<file path="config.mk">
export PLATFORM = sky130hd
export DESIGN_NAME = line_fill_engine
export DESIGN_NICKNAME = d
export VERILOG_FILES = /design/src/rtl/line_fill_engine_pkg.sv /design/src/rtl/line_beat_select.sv /design/src/rtl/line_fill_engine.sv
export SDC_FILE = /design/constraint.sdc
export NUM_CORES = 2
export LEC_CHECK = 0
export ABC_AREA = 1
export CORE_AREA = 2 2 483 485
export CTS_BUF_LIST = sky130_fd_sc_hd__clkbuf_16
export CTS_CLUSTER_DIAMETER = 200
export CTS_CLUSTER_SIZE = 12
export DETAILED_ROUTE_END_ITERATION = 8
export DIE_AREA = 0 0 485 487
export SLEW_MARGIN = 20
export SYNTH_ARGS = -nofsm -noshare
export SYNTH_HDL_FRONTEND = slang
export SYNTH_SLANG_ARGS = --single-unit
</file>
<file path="constraint.sdc">
create_clock -name clk -period 2.75 [get_ports clk]
set_input_delay 0.55 -clock clk [delete_from_list [all_inputs] [get_ports clk]]
set_output_delay 0.55 -clock clk [all_outputs]
set_load 0.02 [all_outputs]
</file>
<file path="src/rtl/line_fill_engine_pkg.sv">
// Shared cache-line types and beat helpers for the line fill engine.
// Beat 0 is the lowest address and lives in the most-significant word.
package line_fill_engine_pkg;

  localparam int CACHE_LINE_BITS  = 512;
  localparam int CACHE_LINE_BYTES = 64;
  localparam int CACHE_LINE_WORDS = 16;

  typedef logic [31:0]                 scalar_t;
  typedef logic [CACHE_LINE_BITS-1:0]  line_t;
  typedef logic [CACHE_LINE_BYTES-1:0] lmask_t;

  typedef enum logic [1:0] {
    S_IDLE,
    S_READ,
    S_WRITE,
    S_RESPOND
  } lfe_state_t;

  // ~n == 15-n for a 4-bit index, so beat 0 maps to the top word.
  function automatic scalar_t line_word(line_t l, logic [3:0] n);
    return l[{~n, 5'b0} +: 32];
  endfunction

  function automatic logic [3:0] mask_nib(lmask_t m, logic [3:0] n);
    return m[{~n, 2'b0} +: 4];
  endfunction

  function automatic scalar_t beat_addr(logic [25:0] base, logic [3:0] n);
    return {base, n, 2'b00};
  endfunction

endpackage

</file>
<file path="src/rtl/line_beat_select.sv">
// Finds the next beat to issue, starting at (incl_i) or after beat_i.
// With SKIP set, beats whose byte mask is all zero are passed over.
module line_beat_select
  import line_fill_engine_pkg::*;
#(
  parameter bit SKIP = 1'b1
) (
  input  lmask_t     mask_i,
  input  logic [3:0] beat_i,
  input  logic       incl_i,
  output logic [3:0] next_o,
  output logic       none_o
);

  always_comb begin
    next_o = '0;
    none_o = 1'b1;
    for (int i = CACHE_LINE_WORDS - 1; i >= 0; i--) begin
      if (((5'(i) > {1'b0, beat_i}) ||
           (incl_i && (4'(i) == beat_i))) &&
          (!SKIP || (mask_nib(mask_i, 4'(i)) != 4'h0))) begin
        next_o = 4'(i);
        none_o = 1'b0;
      end
    end
  end

endmodule

</file>
<file path="src/rtl/line_fill_engine.sv">
// Serializes one cache-line read or masked write into 32-bit bus beats
// and returns the line (or a write completion) with a one-cycle pulse.
module line_fill_engine
  import line_fill_engine_pkg::*;
#(
  parameter bit SKIP_MASKED_BEATS = 1'b1
) (
  input  logic                       clk,
  input  logic                       reset,
  input  logic                       req_valid,
  output logic                       req_ready,
  input  logic [31:0]                req_addr,
  input  logic                       req_write,
  input  logic [CACHE_LINE_BITS-1:0] req_write_data,
  input  logic [CACHE_LINE_BYTES-1:0] req_write_mask,
  output logic                       resp_valid,
  output logic [CACHE_LINE_BITS-1:0] resp_data,
  output logic [31:0]                mem_addr,
  output logic                       mem_read_en,
  output logic                       mem_write_en,
  output logic [31:0]                mem_write_data,
  output logic [3:0]                 mem_write_mask,
  input  logic                       mem_ack,
  input  logic [31:0]                mem_read_data
);

  lfe_state_t  state_q;
  logic [25:0] base_q;
  logic        write_q;
  line_t       data_q;
  lmask_t      mask_q;
  line_t       line_q;
  logic [3:0]  beat_q;
  logic        resp_valid_q;
  scalar_t     mem_addr_q;
  logic        mem_read_en_q;
  logic        mem_write_en_q;
  scalar_t     mem_wdata_q;
  logic [3:0]  mem_wmask_q;

  logic        idle;
  lmask_t      sel_mask;
  logic [3:0]  sel_beat;
  logic [3:0]  sel_next;
  logic        sel_none;
  logic        unused_addr_bits;

  assign unused_addr_bits = ^req_addr[5:0];

  // In IDLE the search covers the incoming mask from beat 0 inclusive;
  // in WRITE it looks strictly past the beat being acked.
  assign idle     = (state_q == S_IDLE);
  assign sel_mask = idle ? req_write_mask : mask_q;
  assign sel_beat = idle ? 4'd0 : beat_q;

  line_beat_select #(
    .SKIP (SKIP_MASKED_BEATS)
  ) u_sel (
    .mask_i (sel_mask),
    .beat_i (sel_beat),
    .incl_i (idle),
    .next_o (sel_next),
    .none_o (sel_none)
  );

  always_ff @(posedge clk) begin
    if (reset) begin
      state_q        <= S_IDLE;
      base_q         <= '0;
      write_q        <= 1'b0;
      data_q         <= '0;
      mask_q         <= '0;
      line_q         <= '0;
      beat_q         <= '0;
      resp_valid_q   <= 1'b0;
      mem_addr_q     <= '0;
      mem_read_en_q  <= 1'b0;
      mem_write_en_q <= 1'b0;
      mem_wdata_q    <= '0;
      mem_wmask_q    <= '0;
    end else begin
      unique case (state_q)
        S_IDLE: begin
          if (req_valid) begin
            base_q  <= req_addr[31:6];
            write_q <= req_write;
            data_q  <= req_write_data;
            mask_q  <= req_write_mask;
            beat_q  <= '0;
            if (!req_write) begin
              state_q       <= S_READ;
              mem_read_en_q <= 1'b1;
              mem_addr_q    <= beat_addr(req_addr[31:6], 4'd0);
            end else if (sel_none) begin
              state_q      <= S_RESPOND;
              resp_valid_q <= 1'b1;
            end else begin
              state_q        <= S_WRITE;
              beat_q         <= sel_next;
              mem_write_en_q <= 1'b1;
              mem_addr_q     <= beat_addr(req_addr[31:6], sel_next);
              mem_wdata_q    <= line_word(req_write_data, sel_next);
              mem_wmask_q    <= mask_nib(req_write_mask, sel_next);
            end
          end
        end
        S_READ: begin
          if (mem_ack) begin
            line_q[{~beat_q, 5'b0} +: 32] <= mem_read_data;
            if (beat_q == 4'd15) begin
              state_q       <= S_RESPOND;
              resp_valid_q  <= 1'b1;
              mem_read_en_q <= 1'b0;
            end else begin
              beat_q     <= beat_q + 4'd1;
              mem_addr_q <= beat_addr(base_q, beat_q + 4'd1);
            end
          end
        end
        S_WRITE: begin
          if (mem_ack) begin
            if (sel_none) begin
              state_q        <= S_RESPOND;
              resp_valid_q   <= 1'b1;
              mem_write_en_q <= 1'b0;
            end else begin
              beat_q      <= sel_next;
              mem_addr_q  <= beat_addr(base_q, sel_next);
              mem_wdata_q <= line_word(data_q, sel_next);
              mem_wmask_q <= mask_nib(mask_q, sel_next);
            end
          end
        end
        S_RESPOND: begin
          state_q      <= S_IDLE;
          resp_valid_q <= 1'b0;
        end
      endcase
    end
  end

  assign req_ready      = idle;
  assign resp_valid     = resp_valid_q;
  assign resp_data      = (resp_valid_q && !write_q) ? line_q : '0;
  assign mem_addr       = mem_addr_q;
  assign mem_read_en    = mem_read_en_q;
  assign mem_write_en   = mem_write_en_q;
  assign mem_write_data = mem_wdata_q;
  assign mem_write_mask = mem_wmask_q;

endmodule
</file>
==> impl_metrics.json <==
{
  "top_layer": "met5",
  "worst-setup-path-type": "reg -> reg",
  "pin_count": 1229,
  "clock-sinks": 1190,
  "die-height_um": 487,
  "core_um2": 231400,
  "r2r_cells": 33,
  "skew_ns": 0.1093,
  "ys_warn_count": 0,
  "vias": 63680,
  "syn_inst": 8293,
  "slew_headroom": 0.4073,
  "port_buffers": 1220,
  "placed_cell_area_um2": 76500,
  "synth_area_leader_cell": "dfxtp_1",
  "cts_tree": "yes",
  "crit_fanout": 6,
  "leakagePower_nw": 32.74,
  "hold_viol": 0,
  "syn2layout_area_growth_pct": 50.76,
  "final_cell_area_um2": 86320,
  "r2r_setup_slack_ns": -0.80,
  "first_iter_violations": 6509,
  "ys_top_cells_by_count": "nor2_1, o21ai_0, dfxtp_1",
  "synth_top_area_frac": 0.4161,
  "critPathMostFrequentCell": "nand2_1",
  "start_util": 0.2474,
  "die_x_um": 485,
  "drc": 0,
  "status": "complete, but fails checks",
  "reg2reg_to": "mem_write_data[12]",
  "drtPass1Iterations": 6,
  "grt_pass1_wl_mm": 417.3,
  "critPathCaptureType": "flop",
  "hp-start": "reset",
  "hold_path_class": "in -> reg",
  "async_reset_ff_frac": 0,
  "grt_pass1_vias": 58120,
  "hold_depth": 4,
  "period_needed_ns": 3.550,
  "antenna_found_initial": 97,
  "wl_met3_mm": 23.05,
  "met1Wirelength_mm": 123.5,
  "synthTopCellsByArea": "dfxtp_1, nor2_1, o21ai_0, mux2i_1, nand3_1",
  "arrival_ns": 4.27,
  "final.setup.tns_ns": -208.96,
  "worstPathRequired_ns": 3.47,
  "htree_levels": 3,
  "ys_seq_elements": 1190,
  "finalSetupViolCount": 559,
  "wl_met2_mm": 132.8,
  "maxCapViolations": 0,
  "violations": "setup timing",
  "detail-route-antenna-nets": 0,
  "powerDensity_nw_per_um2": 1060,
  "synth_ff_type": "dfxtp_1",
  "path_clk_slew_ns": 0.07,
  "via_per_inst": 4.976,
  "dieArea_um2": 236200,
  "wl_per_cell_um": 23.56,
  "ys_types": 38,
  "grt_max_degree": 128,
  "clock_latency_ns": 0.83,
  "critPathLaunchType": "flop",
  "cts_root_buf": "clkbuf_16",
  "setup_slack_ns": -0.7996,
  "drv_slew": 0,
  "synth_most_common_cell": "nor2_1",
  "cts_buffer_depth": 3,
  "dp_hpwl_mm": 218.8,
  "ir_drop_mv": 0.6728,
  "rows": 177,
  "fmax_mhz": 281.7,
  "grt_setup_unrepaired": "yes",
  "fin_nets": 10315,
  "synth_edf_count": 0,
  "ys_seq_area_frac": 0.4161,
  "track_usage": 0.2399,
  "finalWeightedCongestion": 0.9302,
  "postRouteWirelength_mm": 301.5,
  "ctsHoldBuffers": 0,
  "hold_end": "mask_q[32]",
  "r2r-start": "state_q[0]",
  "gr-total-overflow": 0,
  "crit_slowest_cell": "dfxtp_2",
  "numCtsBuffers": 111,
  "postSynthAreaPerCell_um2": 6.904,
  "drive_above_1_share": 0.1748,
  "critical_path.max_stage_delay_ns": 0.33,
  "worstMarginPinSlew_ns": 0.8858,
  "finalCritPeriodShare": 1.291,
  "synth_area_um2": 57250
}
[final cells by class]
cell class	instances	area, um^2
tap	3043	3807
timing repair buffer	1938	21180
inverter	761	2895
clock inverter	12	234.0
fill	23951	145100
clock buffer	111	2778
multi-input combinational	5661	31390
antenna	82	205.2
sequential	1190	23830
[power breakdown]
part           switching [W]  internal (W)  leakage (nW)  total (W)
Sequential           0.00154        0.0202          9.74     0.0217
Clock                0.00735       0.00721          1.47     0.0146
Combinational         0.0323        0.0229          21.5     0.0552
Total                 0.0412        0.0503          32.7     0.0915
[placed cells by master (no fill, tap or decap), types with 38 or more instances in the layout]
| master | synthesis | layout |
|---|---|---|
| a21oi_1 | 657 | 656 |
| buf_12 | 0 | 151 |
| buf_16 | 0 | 46 |
| buf_4 | 6 | 517 |
| buf_6 | 13 | 207 |
| clkbuf_16 | 0 | 122 |
| clkdlybuf4s50_1 | 0 | 967 |
| dfxtp_1 | 1190 | 1186 |
| diode_2 | 0 | 82 |
| inv_1 | 745 | 742 |
| mux2i_1 | 437 | 437 |
| nand2_1 | 547 | 500 |
| nand2_2 | 1 | 38 |
| nand3_1 | 815 | 529 |
| nand3_2 | 0 | 245 |
| nand3_4 | 0 | 41 |
| nand4_1 | 39 | 39 |
| nor2_1 | 1829 | 1620 |
| nor2_4 | 0 | 176 |
| o21ai_0 | 1231 | 1211 |
[flip-flops by register name (all words and copies together), names as in the netlist]
name / flops
write_q: 1
resp_valid: 1
mem_read_en: 1
mem_write_data: 32
mem_write_en: 1
beat_q: 4
mem_write_mask: 4
mem_addr: 30
line_q: 512
base_q: 26
mask_q: 64
data_q: 512
state_q: 2
[cells by family (layout without fill, tap and decap cells)]
kind of cell,after synthesis,after routing,share of synthesized area
DFF,1190,1190,0.4161
buffers and inverters,1446,2822,0.09812
adders and majority gates,7,7,0.001530
AOI/OAI and AO/OA,1951,1951,0.1736
muxes,437,437,0.07640
and+or+nand+nor,3261,3264,0.2342
other,1,84,0.00006550
[worst max-delay path by stage]
stage	startpoint	endpoint	slack, ns	cells past startpoint
2_1_floorplan	state_q[0]	mem_write_data[26]	0.003	32
3_3_place_gp	req_write_mask[12]	mem_write_data[27]	-1.47	26
3_5_place_dp	req_write_mask[12]	mem_write_data[27]	-1.44	26
4_1_cts	state_q[0]	mem_write_data[5]	-0.76	33
5_1_grt	state_q[0]	mem_write_data[20]	-1.01	32
6_report	state_q[0]	mem_write_data[12]	-0.80	33
[critical path: cells and delay by family, from the launching register on]
| kind | cells | cell delay [ns] |
|---|---|---|
| fa+ha+maj | 1 | 0.21 |
| flops | 1 | 0.33 |
| simple gates | 23 | 1.82 |
| buf+inv | 9 | 1.01 |
[per-layer routing]
| layer | global-route usage | up-vias |
|---|---|---|
| met2 | 0.3658 | 3055 |
| met3 | 0.04069 | 641 |
| met5 | 0 | - |
| met1 | 0.3078 | 30088 |
| met4 | 0.1671 | 8 |
| li1 | - | 29888 |
[stage by stage]
stage | setup WS (ns) | utilization | hold slack [ns] | std cells | total power, W
detailed placement | -1.440 | 0.3306 | 0.4415 | 12433 | 0.06387
finish | -0.7996 | 0.3730 | 0.2482 | 12798 | 0.09147
floorplan | 0.002896 | - | 0.4292 | 8294 | 0.04558
global placement | -1.469 | 0.3306 | 0.4377 | 12433 | 0.06373
global route | -1.007 | 0.3729 | 0.2060 | 12789 | 0.09599
CTS | -0.7626 | 0.3634 | 0.1608 | 12680 | 0.08678
[repair_timing]
| action | in CTS | in global routing |
|---|---|---|
| cloned | 50 | 13 |
| resized for setup | 1854 | 479 |
| endpoints found under the hold margin | 0 | 0 |
| buffers inserted | 77 | 30 |
| endpoints found under the setup margin | 590 | 739 |
| pin swaps | 64 | 156 |
(Power assumes the default switching activity.)
==> RTL edit (same flow settings) <==
The parameter `SKIP_MASKED_BEATS` goes from 1'b1 to 1'b0.
--- a/src/rtl/line_fill_engine.sv
+++ b/src/rtl/line_fill_engine.sv
@@ -3,7 +3,7 @@
 module line_fill_engine
   import line_fill_engine_pkg::*;
 #(
-  parameter bit SKIP_MASKED_BEATS = 1'b1
+  parameter bit SKIP_MASKED_BEATS = 1'b0
 ) (
   input  logic                       clk,
   input  logic                       reset,
Function: not settled (the Yosys comparison gave no result); the edit may change what the design does.
==> RTL edit against the original RTL <==
- the flow still finishes with violations (negative setup slack)
- critical path depth fell by 25
- count of clock-buffer cells in the layout fell by 2
- final area fell by 9.8%
- clock skew fell by 0.032 ns
- utilization fell by 3.7 points
- sequential cell count did not move
- first-iteration DRC count fell by 6.7%
- maximum frequency rose by 24%
- setup slack improved by 0.69 ns
- global-route usage fell by 1.7 points
- area after synthesis fell by 1.4%
- die area did not move
- wire length fell by 7.0%
- power fell by 20%
- largest cell class unchanged
- largest power group unchanged
==> RTL edit: results (changes against the original RTL) <==
qor: detailed_routing.wl_met3 19.7 mm [was 23.1 mm]
qor: pwr.comb-power 0.0376 W [was 0.0552 W]
qor: pwr.leakagePower 32.8 nW [was 32.7 nW]
qor: yosys.synth_compound_area_frac 0.139 [was 0.174]
qor: placement.place_area 73,500 um2 [was 76,500 um2]
qor: detailed_routing.wl_per_cell 21.7 um [was 23.6 um]
qor: placement.placed_cells_incl_taps 12.7k [was 12.4k]
qor: final_layout.total_number_of_nets_in_the_final_design 10.5k [was 10.3k]
qor: detailed_routing.num_vias 62.3k [was 63.7k]
qor: yosys.synthCells 8,811 [was 8,293]
qor: status.failed_checks negative setup slack [unchanged]
qor: detailed_routing.wl_met1 113 mm [was 123 mm]
qor: critical_path.crit_path_max_fanout 7 [was 6]
qor: global_routing.grt_pass1_vias 55.7k [was 58.1k]
qor: timing.setup-violations-final 109 [was 559]
qor: status.outcome complete, but fails checks [unchanged]
qor: global_routing.met1_track_usage_gr 0.275 [was 0.308]
qor: yosys.yosys-mux-area-fraction 0 [was 0.0764]
qor: detailed_routing.drtIter0Drc 6,075 [was 6,509]
qor: global_routing.global_route.usage.total 0.223 [was 0.240]
qor: cts.clock_insertion_delay_worst_skew 0.76 ns [was 0.83 ns]
qor: timing.layout_setup_ws -0.105 ns [was -0.800 ns]
qor: placement.hpwl 207 mm [was 219 mm]
qor: pwr.total_power 0.0735 W [was 0.0915 W]
qor: global_routing.globalRouteMet2Util 0.365 [was 0.366]
qor: critical_path.data_arrival_time_of_the_worst_path 2.30 ns [was 4.27 ns]
qor: timing.post_route_skew 0.0768 ns [was 0.109 ns]
==> RTL edit: changes by cell type in the layout (fill, tap and decap cells not counted), sizes merged, moves of 263 or more <==
cell / unedited run / this run
nand2: 549 / 1354
buf: 944 / 634
mux2i: 437 / 0
nand3: 815 / 1156
clkdlybuf4s50: 967 / 704
nor2: 1830 / 2195
==> RTL edit: cell families after synthesis <==
logic type / after synthesis
simple gates: 4708
buf+inv: 1355
compound gates: 1550
fa+ha+maj: 7
other cells: 1
flops: 1190
==> RTL edit: area by class of cell <==
type,count,area [um2],share of cell area
antenna,41,103,0.00132
tap,3043,3810,0.0489
multi-input combinational,6267,28200,0.362
inverter,660,2510,0.0323
timing repair buffer,1610,16500,0.211
clock inverter,8,208,0.00267
sequential,1190,23800,0.306
clock buffer,109,2730,0.0350
==> RTL edit: path summary, 6_finish.rpt <==
check	from	endpoint	cells after the start
max	write_q	resp_data[414]	8
min	reset	line_q[357]	4
min reg2reg	line_q[422]	line_q[422]	2
max reg2reg	state_q[0]	mem_write_data[29]	14
